[src/rtl/bus_arbiter_if.sv]
// Request/grant signal bundle between the two bus masters and the arbiter.
// The arbiter takes the slave modport; the master-side logic (or a bench) takes master.
interface bus_arbiter_if;
    logic req_m1;
    logic req_m2;
    logic master_select;
    logic grant_m1;
    logic grant_m2;
    logic bus_busy;
    logic preempt;

    modport master (
        output req_m1, req_m2,
        input  master_select, grant_m1, grant_m2, bus_busy, preempt
    );

    modport slave (
        input  req_m1, req_m2,
        output master_select, grant_m1, grant_m2, bus_busy, preempt
    );
endinterface

[src/rtl/bus_arbiter.sv]
// Two-master round-robin bus arbiter with a hold-time limit and registered outputs.
// Every grant handover passes through IDLE, so the two grants never overlap.
module bus_arbiter #(
    parameter int unsigned MAX_HOLD = 64,
    parameter int unsigned CNT_W    = 7
) (
    input  logic          clk,
    input  logic          rst,
    bus_arbiter_if.slave  bus
);

    typedef enum logic [1:0] {IDLE, G1, G2} state_t;
    typedef enum logic {M1, M2} owner_t;

    localparam logic [CNT_W-1:0] HOLD_LAST = CNT_W'(MAX_HOLD - 1);

    state_t           state_q, state_d;
    owner_t           last_q, last_d;
    logic [CNT_W-1:0] cnt_q, cnt_d;
    logic             preempt_d;
    logic             grant_m1_d, grant_m2_d, bus_busy_d, select_d;

    always_ff @(posedge clk or negedge rst) begin
        if (!rst) begin
            state_q           <= IDLE;
            last_q            <= M2;
            cnt_q             <= '0;
            bus.grant_m1      <= 1'b0;
            bus.grant_m2      <= 1'b0;
            bus.bus_busy      <= 1'b0;
            bus.preempt       <= 1'b0;
            bus.master_select <= 1'b1;
        end else begin
            state_q           <= state_d;
            last_q            <= last_d;
            cnt_q             <= cnt_d;
            bus.grant_m1      <= grant_m1_d;
            bus.grant_m2      <= grant_m2_d;
            bus.bus_busy      <= bus_busy_d;
            bus.preempt       <= preempt_d;
            bus.master_select <= select_d;
        end
    end

    always_comb begin
        state_d   = state_q;
        last_d    = last_q;
        cnt_d     = cnt_q;
        preempt_d = 1'b0;
        unique case (state_q)
            IDLE: begin
                if (bus.req_m1 && bus.req_m2)
                    state_d = (last_q == M2) ? G1 : G2;
                else if (bus.req_m1)
                    state_d = G1;
                else if (bus.req_m2)
                    state_d = G2;
            end
            // A release on the same edge as a timeout wins, so no preempt pulse then.
            G1: begin
                if (!bus.req_m1) begin
                    state_d = IDLE;
                end else if (bus.req_m2 && cnt_q == HOLD_LAST) begin
                    state_d   = IDLE;
                    preempt_d = 1'b1;
                end else if (cnt_q != HOLD_LAST) begin
                    cnt_d = cnt_q + CNT_W'(1);
                end
            end
            G2: begin
                if (!bus.req_m2) begin
                    state_d = IDLE;
                end else if (bus.req_m1 && cnt_q == HOLD_LAST) begin
                    state_d   = IDLE;
                    preempt_d = 1'b1;
                end else if (cnt_q != HOLD_LAST) begin
                    cnt_d = cnt_q + CNT_W'(1);
                end
            end
            default: state_d = IDLE;
        endcase
        if (state_q == IDLE && state_d == G1) begin
            cnt_d  = '0;
            last_d = M1;
        end else if (state_q == IDLE && state_d == G2) begin
            cnt_d  = '0;
            last_d = M2;
        end
    end

    // Output next-values are decoded from the next state so they register with it.
    always_comb begin
        grant_m1_d = (state_d == G1);
        grant_m2_d = (state_d == G2);
        bus_busy_d = (state_d != IDLE);
        select_d   = bus.master_select;
        if (state_d == G1)
            select_d = 1'b1;
        else if (state_d == G2)
            select_d = 1'b0;
    end

endmodule

[src/flat_wrapper.sv]
// flat-port wrapper written by rule: the top's interface ports become plain ports
module bus_arbiter_flat 
#(
    parameter int unsigned MAX_HOLD = 64,
    parameter int unsigned CNT_W    = 7
)
  (clk, rst, bus_req_m1, bus_req_m2, bus_master_select, bus_grant_m1, bus_grant_m2, bus_bus_busy, bus_preempt);
  bus_arbiter_if bus_i ();
  input  logic clk;
  input  logic rst;
  input wire logic [$bits(bus_i.req_m1)-1:0] bus_req_m1;
  input wire logic [$bits(bus_i.req_m2)-1:0] bus_req_m2;
  output wire logic [$bits(bus_i.master_select)-1:0] bus_master_select;
  output wire logic [$bits(bus_i.grant_m1)-1:0] bus_grant_m1;
  output wire logic [$bits(bus_i.grant_m2)-1:0] bus_grant_m2;
  output wire logic [$bits(bus_i.bus_busy)-1:0] bus_bus_busy;
  output wire logic [$bits(bus_i.preempt)-1:0] bus_preempt;
  assign bus_i.req_m1 = bus_req_m1;
  assign bus_i.req_m2 = bus_req_m2;
  assign bus_master_select = bus_i.master_select;
  assign bus_grant_m1 = bus_i.grant_m1;
  assign bus_grant_m2 = bus_i.grant_m2;
  assign bus_bus_busy = bus_i.bus_busy;
  assign bus_preempt = bus_i.preempt;
  bus_arbiter #(.MAX_HOLD(MAX_HOLD), .CNT_W(CNT_W)) u_core (.clk(clk), .rst(rst), .bus(bus_i));
endmodule
[config.mk]
export PLATFORM = sky130hd
export DESIGN_NAME = bus_arbiter_flat
export DESIGN_NICKNAME = d
export VERILOG_FILES = /design/src/rtl/bus_arbiter_if.sv /design/src/rtl/bus_arbiter.sv /design/src/flat_wrapper.sv
export SDC_FILE = /design/constraint.sdc
export NUM_CORES = 1
export LEC_CHECK = 0
export ABC_AREA = 1
export BUFFER_PORTS_ARGS = -buffer_cell sky130_fd_sc_hd__buf_4
export CAP_MARGIN = 40
export CORE_MARGIN = 3
export CORE_UTILIZATION = 57
export CTS_CLUSTER_SIZE = 8
export DETAILED_ROUTE_END_ITERATION = 10
export PLACE_DENSITY = 0.82
export SETUP_SLACK_MARGIN = 0.3
export SLEW_MARGIN = 20
export SYNTH_ARGS = -nofsm -noshare
export SYNTH_HDL_FRONTEND = slang
export SYNTH_SLANG_ARGS = --single-unit
[constraint.sdc]
create_clock -name clk -period 2.5 [get_ports clk]
set_input_delay 0.5 -clock clk [delete_from_list [all_inputs] [get_ports clk]]
set_output_delay 0.5 -clock clk [all_outputs]
set_load 0.005 [all_outputs]
==> results.md <==
- First drt pass iteration count: 4
- Layout cell share with drive strength beyond 1: between 40% and 50%
- Register area: around 380 um2
- RSZ-0062 raised after global routing: yes
- Buf+Inv Stages, Crit Path: 2
- CTS Hold Buffers Added: 0
- VDD IR max: between 0.0009 and 0.001 V
- Critical path startpoint category: flop
- Post-route ant nets: 0
- P per Cell Area: around 1200 nW/um2
- Initial core utilization: 63.0%
- CP Data Required Time: approximately 2.7 ns
- GP Congestion: 0.873
- Total global-route track usage: 25.9%
- Clock Latency Late Sink: between 0.2 and 0.3 ns
- Syn. warnings: 0
- Crit path largest cell delay: between 0.4 and 0.5 ns
- FF-to-FF End: u_core.cnt_q[5]
- Footprint of the multi-input gates: 666 um2
- Flops & latches, synth: 15
- Synthesized cell area: 993 um2
- Int Pwr: roughly 0.90 mW
- Residual DRC count: 0
- Largest net degree at the start of global routing: 16
- Design area: ~1400 um2
- Most frequent cells in the layout: nand2_1, buf_4, nand3_1, dfrtp_1, nand2_2
- Worst slew margin: between 70% and 80%
- Crit. path cell count: 18
- Post-synthesis cell type count: 22
- Logic gate share of total power: about two thirds
- Clk slew on worst S/H paths: approximately 0.1 ns
- Switching share of power: 48.6%
- Rows: 14
- Slowest-stage cell, CP: dfrtp_1
- Sw Pwr: roughly 0.85 mW
- Max cap viols: 0
- Synthesis-to-finish area growth: 40.4%
- Diode count: 0
- WL final: between 3 and 4 mm
- Worst Setup EP: u_core.cnt_q[5]
- CTS root buf: clkbuf_4
- Register area share after synthesis: a little under two fifths
- Number of I/O port buffers: 8
- Vias in the first global route: ~900
- RR Startpoint: u_core.cnt_q[0]
- TritonCTS clock tree: built
- First-pass GRT wire length: between 3 and 4 mm
- Status: complete, no violations
- Reg power frac: a little under a quarter
- Initial DRC Count: 86
- Dpl cell area: roughly 1100 um2
- Via/cell ratio: around 6
- CTS Buf Count: 3
- Tmin final: approximately 2.3 ns
- # setup viols final: 0
- CTS Buffer Depth: 2
- DIE WIDTH: roughly 48 um
- Initial antenna violation count: 0
- Most common cell after layout, fill and taps aside: nand2_1
- Final period util: 92.3%
- Slew Limit Fails: 0
- Syn Nets: ~150
- Cells after Synth: between 100 and 150
- Critical path peak fanout: 8
- Clk pwr share: between 8 and 9%
- FF-to-FF path depth: 18
- Worst setup startpoint: u_core.cnt_q[0]
- Post-Syn Area per Cell: 7.47 um2
- Hold Fails Final Rpt: 0
- LEAKAGE: just over 0.7 nW
- Crit-path cells: ha_4 -> nand3_4 -> nor2_4 -> nand2_1 -> nand2_1 -> nand2_2 -> nand2_1 -> nand2_1 -> nand2_2 -> inv_2 -> ha_4 -> nand2_4 -> inv_4 -> nor2_4 -> o21ai_4 -> nand2_4 -> nand2_1 -> nand2_1
- Layout Skew: roughly 0.0044 ns
- Routed vias: ~1100
- Setup Total Neg Slack: 0 ns
- Chip height: 47.8 um
- Fillers: 75
- Crit Path Class: reg2reg
- Avg WL per Cell: 18.8 um
- Die area: roughly 2300 um2
- Worst path top cell family by delay: simple AND/OR/NAND/NOR gates
- Worst Tran Pin Value: 0.335 ns
- Cell count after placement: 160
- Nets: around 180
- Post-DP HPWL: 1.56 mm
- Core area: 1580 um2
- Worst Hold Class: in2async
- Total congestion overflow: 0
- Clock Sink Count: 15
- IO Count: 9
- Cell mode on critical path: nand2_1
- Crit end category: flop
- # H-tree levels: 1
- Final Non-Filler Cells: 181
- Crit path DAT: 2.54 ns
- Reg2Reg Setup Slack: between 0.15 and 0.2 ns
- F_max: ~430 MHz
-- flip-flops by register name, summed over array words and instances (netlist names) --
name	count
u_core.bus.grant_m2	1
u_core.cnt_q	7
u_core.bus.bus_busy	1
u_core.state_q	2
u_core.bus.grant_m1	1
u_core.bus.master_select	1
u_core.last_q	1
u_core.bus.preempt	1
-- cell families after synthesis --
family | Yosys count | synth area share [%]
buffers and inverters | 21 | 8.06
AND/OR/NAND/NOR | 80 | 37.0
flip-flops | 15 | 38.0
multiplexers | 1 | 1.13
adder cells (fa/ha/maj) | 9 | 11.3
AO/OA/AOI/OAI | 7 | 4.41
-- how the worst min path moves through the flow --
stage	startpoint	end	slack, ns	cells past startpoint
detailed placement	rst	u_core.bus.preempt	0.37	1
global route	rst	u_core.cnt_q[5]	0.02	1
finish	rst	u_core.cnt_q[6]	0.04	1
floorplan	rst	u_core.bus.bus_busy	0.20	0
CTS	rst	u_core.state_q[1]	0.04	1
global placement	rst	u_core.bus.preempt	0.36	1
-- synth_stat cells (all sizes together) --
cell | n | area share [%]
dfstp | 2 | 5.3
nor2 | 12 | 5.3
buf | 1 | 0.50
dfrtp | 13 | 33
a21oi | 2 | 1.0
nand2 | 49 | 21
o21ai | 3 | 1.9
nor4 | 1 | 0.63
o211ai | 2 | 1.5
nand3 | 17 | 10
ha | 9 | 11
mux2 | 1 | 1.1
nor3 | 1 | 0.50
inv | 19 | 7.2
clkinv | 1 | 0.38
-- through the flow --
step | power [mW] | util (%) | hold slack, ns | setup WS [ns]
finish | 1.74 | 88.5 | 0.0395 | 0.192
global route | 1.82 | 88.5 | 0.0207 | 0.0889
CTS | 1.41 | 78.5 | 0.0413 | 0.325
detailed placement | 1.10 | 69.8 | 0.366 | 0.0596
global placement | 1.08 | 69.8 | 0.364 | 0.190
floorplan | 0.893 | - | 0.204 | 0.306
-- cell type report --
class                      count  share of cell area (%)
clock buffer                   3                    1.61
clock inverter                 1                   0.538
inverter                      20                    5.92
multi-input combinational     97                    47.7
sequential                    15                    27.2
tap                           16                    1.43
timing repair buffer          29                    15.6
-- routing by layer --
metal | vias to the layer above | track usage, % | part of all wire [%]
li1 | 478 | - | -
met1 | 494 | 31.0 | 34
met2 | 93 | 43.3 | 48
met3 | 31 | 7.52 | 10
met4 | 0 | 10.8 | 7.1
met5 | - | 0 | 0
-- timing repair --
action,in CTS,in global routing
cloned,0,0
endpoints found under the setup margin,7,7
resized for setup,13,28
buffers inserted,7,10
pin swaps,3,10
-- power groups by stage --
| stage | registers [mW] | clock network (mW) | logic [mW] |
|---|---|---|---|
| after global routing | 0.418 | 0.162 | 1.24 |
| after CTS | 0.399 | 0.148 | 0.859 |
| after global placement | 0.394 | 0 | 0.690 |
| after floorplan | 0.394 | 0 | 0.498 |
| after detailed placement | 0.396 | 0 | 0.706 |
| final | 0.414 | 0.147 | 1.18 |
(Power assumes the default switching activity.)
